<file path="src/rtl/instr_fetch.sv">
// Instruction fetch: owns the PC, fetches from the ROM, buffers words in a 2-entry FIFO.
// Define FETCH_ALIGN_CHECK_EN to keep misaligned redirect targets and fault on them.
module instr_fetch #(
    parameter logic [31:0] RESET_PC  = 32'h0040_0000,
    parameter logic [31:0] IMEM_BASE = 32'h0040_0000,
    parameter logic [31:0] IMEM_LAST = 32'h0040_0FFF
) (
    input  logic        clk,
    input  logic        rst,
    output logic [31:0] imem_addr,
    input  logic [31:0] imem_data,
    input  logic        redirect_valid,
    input  logic [31:0] redirect_pc,
    output logic        inst_valid,
    input  logic        inst_ready,
    output logic [31:0] inst_pc,
    output logic [31:0] inst_data,
    output logic        fetch_fault
);

    logic [31:0] pc_q, pc_d;
    logic [31:0] fpc_q [2];
    logic [31:0] fpc_d [2];
    logic [31:0] fdata_q [2];
    logic [31:0] fdata_d [2];
    logic [1:0]  count_q, count_d;
    logic        rd_ptr_q, rd_ptr_d;
    logic        wr_ptr_q, wr_ptr_d;
    logic        fault_q, fault_d;

    logic        align_ok;
    logic        pc_legal;
    logic        push;
    logic        pop;
    logic [31:0] redir_target;

`ifdef FETCH_ALIGN_CHECK_EN
    assign align_ok     = (pc_q[1:0] == 2'b00);
    assign redir_target = redirect_pc;
`else
    assign align_ok     = 1'b1;
    assign redir_target = redirect_pc & 32'hFFFF_FFFC;
`endif

    assign pc_legal = (pc_q >= IMEM_BASE) && (pc_q <= (IMEM_LAST - 32'd3)) && align_ok;

    assign inst_valid  = (count_q != 2'd0);
    assign pop         = inst_valid && inst_ready;
    // A full FIFO still accepts a word when the head leaves in the same cycle
    assign push        = !redirect_valid && !fault_q && pc_legal
                         && ((count_q < 2'd2) || pop);

    assign imem_addr   = pc_q;
    assign fetch_fault = fault_q;
    assign inst_pc     = inst_valid ? fpc_q[rd_ptr_q]   : 32'h0;
    assign inst_data   = inst_valid ? fdata_q[rd_ptr_q] : 32'h0;

    always_comb begin
        pc_d     = pc_q;
        fpc_d    = fpc_q;
        fdata_d  = fdata_q;
        count_d  = count_q;
        rd_ptr_d = rd_ptr_q;
        wr_ptr_d = wr_ptr_q;
        fault_d  = fault_q;

        if (redirect_valid) begin
            pc_d     = redir_target;
            count_d  = 2'd0;
            rd_ptr_d = 1'b0;
            wr_ptr_d = 1'b0;
            fault_d  = 1'b0;
        end else begin
            if (push) begin
                fpc_d[wr_ptr_q]   = pc_q;
                fdata_d[wr_ptr_q] = imem_data;
                wr_ptr_d          = ~wr_ptr_q;
                pc_d              = pc_q + 32'd4;
            end
            if (pop) begin
                rd_ptr_d = ~rd_ptr_q;
            end
            case ({push, pop})
                2'b10:   count_d = count_q + 2'd1;
                2'b01:   count_d = count_q - 2'd1;
                default: count_d = count_q;
            endcase
            if (!pc_legal && !fault_q) begin
                fault_d = 1'b1;
            end
        end
    end

    always_ff @(posedge clk or posedge rst) begin
        if (rst) begin
            pc_q       <= RESET_PC;
            fpc_q[0]   <= 32'h0;
            fpc_q[1]   <= 32'h0;
            fdata_q[0] <= 32'h0;
            fdata_q[1] <= 32'h0;
            count_q    <= 2'd0;
            rd_ptr_q   <= 1'b0;
            wr_ptr_q   <= 1'b0;
            fault_q    <= 1'b0;
        end else begin
            pc_q     <= pc_d;
            fpc_q    <= fpc_d;
            fdata_q  <= fdata_d;
            count_q  <= count_d;
            rd_ptr_q <= rd_ptr_d;
            wr_ptr_q <= wr_ptr_d;
            fault_q  <= fault_d;
        end
    end

endmodule

</file>
<file path="config.mk">
export PLATFORM = sky130hd
export DESIGN_NAME = instr_fetch
export DESIGN_NICKNAME = d
export VERILOG_FILES = /design/src/rtl/instr_fetch.sv
export SDC_FILE = /design/constraint.sdc
export NUM_CORES = 1
export LEC_CHECK = 0
export ABC_AREA = 1
export CAP_MARGIN = 25
export CORE_ASPECT_RATIO = 1.75
export CORE_MARGIN = 1
export CORE_UTILIZATION = 50
export DETAILED_ROUTE_END_ITERATION = 12
export PLACE_DENSITY = 0.84
export SETUP_SLACK_MARGIN = 0.4
export SLEW_MARGIN = 20
export SYNTH_ARGS = -nofsm -noshare
export SYNTH_HDL_FRONTEND = slang
export SYNTH_SLANG_ARGS = --single-unit
</file>
<file path="constraint.sdc">
create_clock -name clk -period 9.2 [get_ports clk]
set_input_delay 2.76 -clock clk [delete_from_list [all_inputs] [get_ports clk]]
set_output_delay 2.76 -clock clk [all_outputs]
set_load 0.01 [all_outputs]
</file>
==> impl_metrics.ini <==
[drt]
drtIter0Drc = 318
wl_per_cell_um = 14.4
viasPerCell = 5.09
dr_total_vias = 5897
wl_um = 16700
drtAntennaViolNets = 0
route.detailed.drc = 0
drt_first_pass_iters = 5

[power_and_ir_drop]
combinationalPowerShare_pct = 21.6
p_per_area_mw_per_mm2 = 201
clkPwrFrac_pct = 38.2
netSwitchingFraction_pct = 30.3
p_int_mw = 1.30
netSwitchingPower_mw = 0.566
pwr-share-seq_pct = 40.3
peakVddDrop_mv = 0.129
power.total_mw = 1.87
p_leak_nw = 4.44

[cts]
clock_path_buffers = 2
cts_buffers = 17
clock_latency_ns = 0.41
post_cts_resized = 0
ctsHoldBuffers = 0
h-tree-depth = 4
postCtsSetupBuffers = 0
cts_sinks = 159
clkTransAtPathRegs_ns = 0.06
clock-root-buffer = clkbuf_16
cts_tree = built

[floorplan]
start_util_pct = 51.3
fp.dieH_um = 160
rows = 57
die_w_um = 92.0
dieArea_mm2 = 0.0147
io_pins = 166
core_mm2 = 0.0138

[final_layout]
final_area_mm2 = 0.00931
nNetsFinal = 1038
insertedDiodeCount = 0
drive_gt1_share_pct = 6.52
mostFrequentLayoutCell = nand2_1
final_cell_mix = 243 x nand2_1, 159 x clkdlybuf4s50_1, 157 x dfrtp_1
synthToLayoutAreaGrowth_pct = 31.3

[placed_design]
dp_hpwl_um = 10800
portBuffers = 159
place_ws_ns = 3.54
placed_area_mm2 = 0.00871
place.gp.congestion = 0.802

[yosys]
synth_edf_count = 0
synth_ff_type = dfrtp_1
postSynthCellCount = 831
yosysTopAreaCell = dfrtp_1
ys_seq_area_share_pct = 56.1
async_reset_ff_share_pct = 100
yosysWarnings = 0
synth_area_mm2 = 0.00709
synth_top_area_share_pct = 55.7
ys_top_cells_by_area = dfrtp_1 56%, nand2_1 13%, inv_1 5.6%
synth_seq_cells = 159
ys_types = 32
synth.avg_cell_area_um2 = 8.54

[critical_path]
crit_start = rd_ptr_q
crit_chain = inv_2, buf_4, o21ai_0, a21oi_1, clkdlybuf4s50_1
rr_startpoint = imem_addr[22]
critPathLaunchType = flop
slowest_stage = dfrtp_2
end_kind = output port
worst_ep_arrival_time_ns = 3.32
critical_path_required_ns = 6.44
critPathKind = reg -> out
critPathMaxStageDelay_ns = 0.77
crit_fanout = 47

[grt]
grt_max_degree = 86
antenna_found_initial = 0
gr-total-overflow = 0
first_global_vias = 5947
grt_pass1_wl_um = 28100
grt.total_usage_pct = 24.2

[status]
status = finished clean

[sta]
rsz0062_at_grt = false
clock.fmax_mhz = 165
period_minus_slack_ns = 6.08
final.setup.worst_slack_ns = 3.12
final.period_utilization_pct = 66.0
worst-slew-pin-transition_ns = 0.984
relSlewSlack_pct = 34.4
hold_viol = 0
finClkSkew_ns = 0.0119
fin_tns_setup_ns = 0
hold_slack_ns = 0.462
maxSlewViolCount = 0
finalSetupViolations = 0

[run]
maxCapViolCount = 0

[worst_hold_path]
hp-start = fpc_q[19]
hp-class = reg -> reg
[final timing paths]
check / slack [ns] / endpoint / depth (start not counted)
worst max-delay path: 3.12 / inst_pc[27] / 5
worst max register to register: 7.02 / fdata_q[7] / 10
worst min register to register: 0.46 / fpc_q[19] / 2
worst min-delay path: 0.46 / fpc_q[19] / 2
max in group asynchronous: 5.14 / imem_addr[22] / 4
min in group asynchronous: 2.82 / fdata_q[61] / 2
[through the flow]
stage                     utilization (%)  cells
after CTS                            67.3   1158
after floorplan                         -    834
final                                67.3   1158
after global placement               62.6   1124
after detailed placement             63.0   1126
after global routing                 67.3   1158
[per-layer routing]
layer  GRT usage, %  up-vias  routed length, µm
met3           6.49       28                913
met4           9.52        0                405
met5              0        -                  0
met2           42.3      177               8860
met1           28.0     2817               6520
li1               -     2875                  -
[flip-flops by register name (all words and copies together), names as in the netlist]
register	cells
fdata_q	64
fpc_q	60
imem_addr	30
count_q	2
fetch_fault	1
rd_ptr_q	1
wr_ptr_q	1
[cells in the mapped netlist, types with 4 or more instances]
library cell	number
a21oi_1	68
buf_4	4
buf_6	13
o221ai_1	4
o21ai_0	34
inv_1	106
xor2_1	7
nand3_1	8
nand2_1	243
o211ai_1	4
dfrtp_1	158
nor2_1	47
o21ai_2	14
buf_2	6
a22o_1	4
clkbuf_1	27
o21ai_1	66
[area by class of cell]
cell class | instances | area (µm²)
Clock buffer | 17 | 425
Sequential cell | 159 | 3980
Multi-Input combinational cell | 516 | 2410
Timing Repair Buffer | 166 | 1680
Inverter | 108 | 410
Fill cell | 1118 | 4530
Tap cell | 177 | 221
Clock inverter | 15 | 173
[critical path, delay by kind of cell (launching register included)]
kind | cells | cell delay, ns
buffers and inverters | 3 | 1.74
DFF | 1 | 0.77
AOI/OAI and AO/OA | 2 | 0.35
[kinds of logic (layout without fill, tap and decap cells)]
logic type | Yosys count | in the layout | synth area share, %
adders and majority gates | 2 | 2 | 0.353
other | 1 | 4 | 0.0529
AOI/OAI and AO/OA | 195 | 195 | 15.1
DFF | 159 | 159 | 56.1
and+or+nand+nor | 308 | 308 | 17.4
xor gates and xnor gates | 7 | 7 | 0.864
buffers and inverters | 159 | 306 | 10.1
[power by group through the flow]
stage | Combinational [mW] | Clock (mW) | Sequential, mW
6_report | 0.404 | 0.714 | 0.753
3_3_place_gp | 0.401 | 0 | 0.765
4_1_cts | 0.408 | 0.724 | 0.753
5_1_grt | 0.439 | 0.755 | 0.757
2_1_floorplan | 0.207 | 0 | 0.747
3_5_place_dp | 0.406 | 0 | 0.766
Power figures use the tool's default switching activity.
==> edit (same settings) <==
Make the reset (`rst`) synchronous in one clocked block.
--- a/src/rtl/instr_fetch.sv
+++ b/src/rtl/instr_fetch.sv
@@ -92,5 +92,5 @@
     end
 
-    always_ff @(posedge clk or posedge rst) begin
+    always_ff @(posedge clk) begin
         if (rst) begin
             pc_q       <= RESET_PC;
Formal check against the unedited RTL: differs if rst is asserted again (counterexample within 4 cycles, from zero or initial values and one cycle with rst high); with rst held inactive, the same outputs for 4 cycles.
==> edit against the original RTL <==
  * Setup slack improved by 570 ps
  * Design area shrank 1.0%
  * Sequential cell count unchanged
  * First-iteration DRC count rose by 12%
  * Global-route usage increased by 1.1 points
  * Area after synthesis shrank 0.81%
  * Sequential share of layout area decreased by 8.2 points
  * Routed wire length rose by 6.7%
Power is not compared: it rests on default switching activity, and its combinational part moved more than twofold at a synthesized area within 25%.
==> edit: results (changes against the original RTL) <==
[critical_path]
cp_top_family=simple AND/OR/NAND/NOR gates
endpoint=fdata_q[26]$_SDFFE_PP0P_
max_stage_delay_ps=640  ; -130 ps
regToRegStartpoint=imem_addr[13]$_SDFFE_PP0P_
reg2reg_depth=9  ; -1
cp.arrival_ps=5800  ; +2480 ps
r2r_setup_slack_ps=6160  ; -860 ps
cp_max_fo=66  ; +40%
crit_path_top_delay_cell=nor2_4
startpoint=redirect_valid

[sta]
fin_worst_skew_ps=8.86  ; -3.06 ps
setup_slack_ps=3700  ; +575 ps
whs_ps=454  ; -7.60 ps
tightestPinTransition_ps=942  ; -41.5 ps

[global_route]
met3_usage=0.0599  ; -0.00508
groute.layer.met1.usage=0.279  ; -0.00107
track_usage=0.253  ; +0.0109
grt_pass1_wl_mm=29.9  ; +6.3%
busiest_layer=met2
grt_util_met2=0.464  ; +0.0411
grt_max_degree=69  ; -20%
grt_pass1_vias=6474  ; +8.9%

[synthesis]
async_reset_ff_frac=0  ; -1.00
ys_top_cells_by_count=nand2_1 (285), nor2_1 (202), dfxtp_1 (159), inv_1 (95), a21oi_1 (93)
synth_cells=1058  ; +27%
synth_seq_area_share=0.452  ; -0.109
synth_cell_types=30  ; -6.3%
synth_area_leaders=dfxtp_1 (45%), nand2_1 (15%), nor2_1 (11%)

[drt]
dr_wl_met2_mm=9.53  ; +7.5%
dr.pass1.iters=4  ; -1
drtIter0Drc=357  ; +12%
met3_length_um=853  ; -6.6%
wl_mm=17.8  ; +6.7%
wl_met1_mm=7.13  ; +9.4%
via_count=6839  ; +16%
wire_per_inst_um=13.1  ; -9.5%
top_layer=met4

[clocking]
insertion_delay_ps=410  ; about the same
cts_setup_buffers=0  ; unchanged
cts_made_buffers=17  ; unchanged
h-tree-depth=4  ; unchanged

[power_and_ir_drop]
peakVddDrop_mv=0.105
internal-power_mw=1.19
p_leak_nw=3.72
comb-power_uw=119
seq_cell_power_uw=712

[layout]
layout.nets=1247  ; +20%
drive_gt1_frac=0.0429  ; -0.0223
top_register=fdata_q
nFillCells=1221  ; +9.2%
largest_reg_flops=64  ; unchanged

[placed_design]
gp_congestion=0.765  ; -4.6%
hpwl_mm=11.2  ; +3.7%
dp_slack_ps=3320  ; -223 ps
dpl_cell_area_mm2=0.00862  ; -1.0%
placed_cells=1334  ; +18%

[hold_path]
holdCritStartpoint=fpc_q[49]$_SDFFE_PP0P_
holdPathEnd=fpc_q[49]$_SDFFE_PP0P_

[outcome]
status=finished, final reports clean

[floorplanning]
core_region_area_mm2=0.0138  ; unchanged

==> edit: changes by cell type in the layout (fill, tap and decap cells not counted), sizes merged, moves of 4 or more <==
cell	delta
a21oi	+26
a22o	-4
dfrtp	-158
dfxtp	+159
inv	-17
nand2	+41
nand3	+75
nor2	+156
o211ai	-4
o21ai	-68
o221ai	-4
xor2	-5
==> edit: layout make-up <==
class,instances,area [µm²],area share
Clock buffer,19,433,0.0470
Clock inverter,12,160,0.0174
Inverter,97,365,0.0397
Multi-Input combinational cell,733,3160,0.343
Sequential cell,159,3180,0.346
Timing Repair Buffer,168,1690,0.184
Tap cell,177,221,0.0240
==> edit: kinds of logic after synthesis <==
kind of cell	share of synthesized area
AO/OA/AOI/OAI	0.102
XOR/XNOR	0.00498
adder cells (fa/ha/maj)	0.00534
buffers and inverters	0.101
flip-flops	0.452
other	0.000533
AND/OR/NAND/NOR	0.333
==> edit: worst min-delay path: stages (launching register included) <==
cell	delay [ps]
dfxtp_1	310
nand3_1	70
inv_1	40
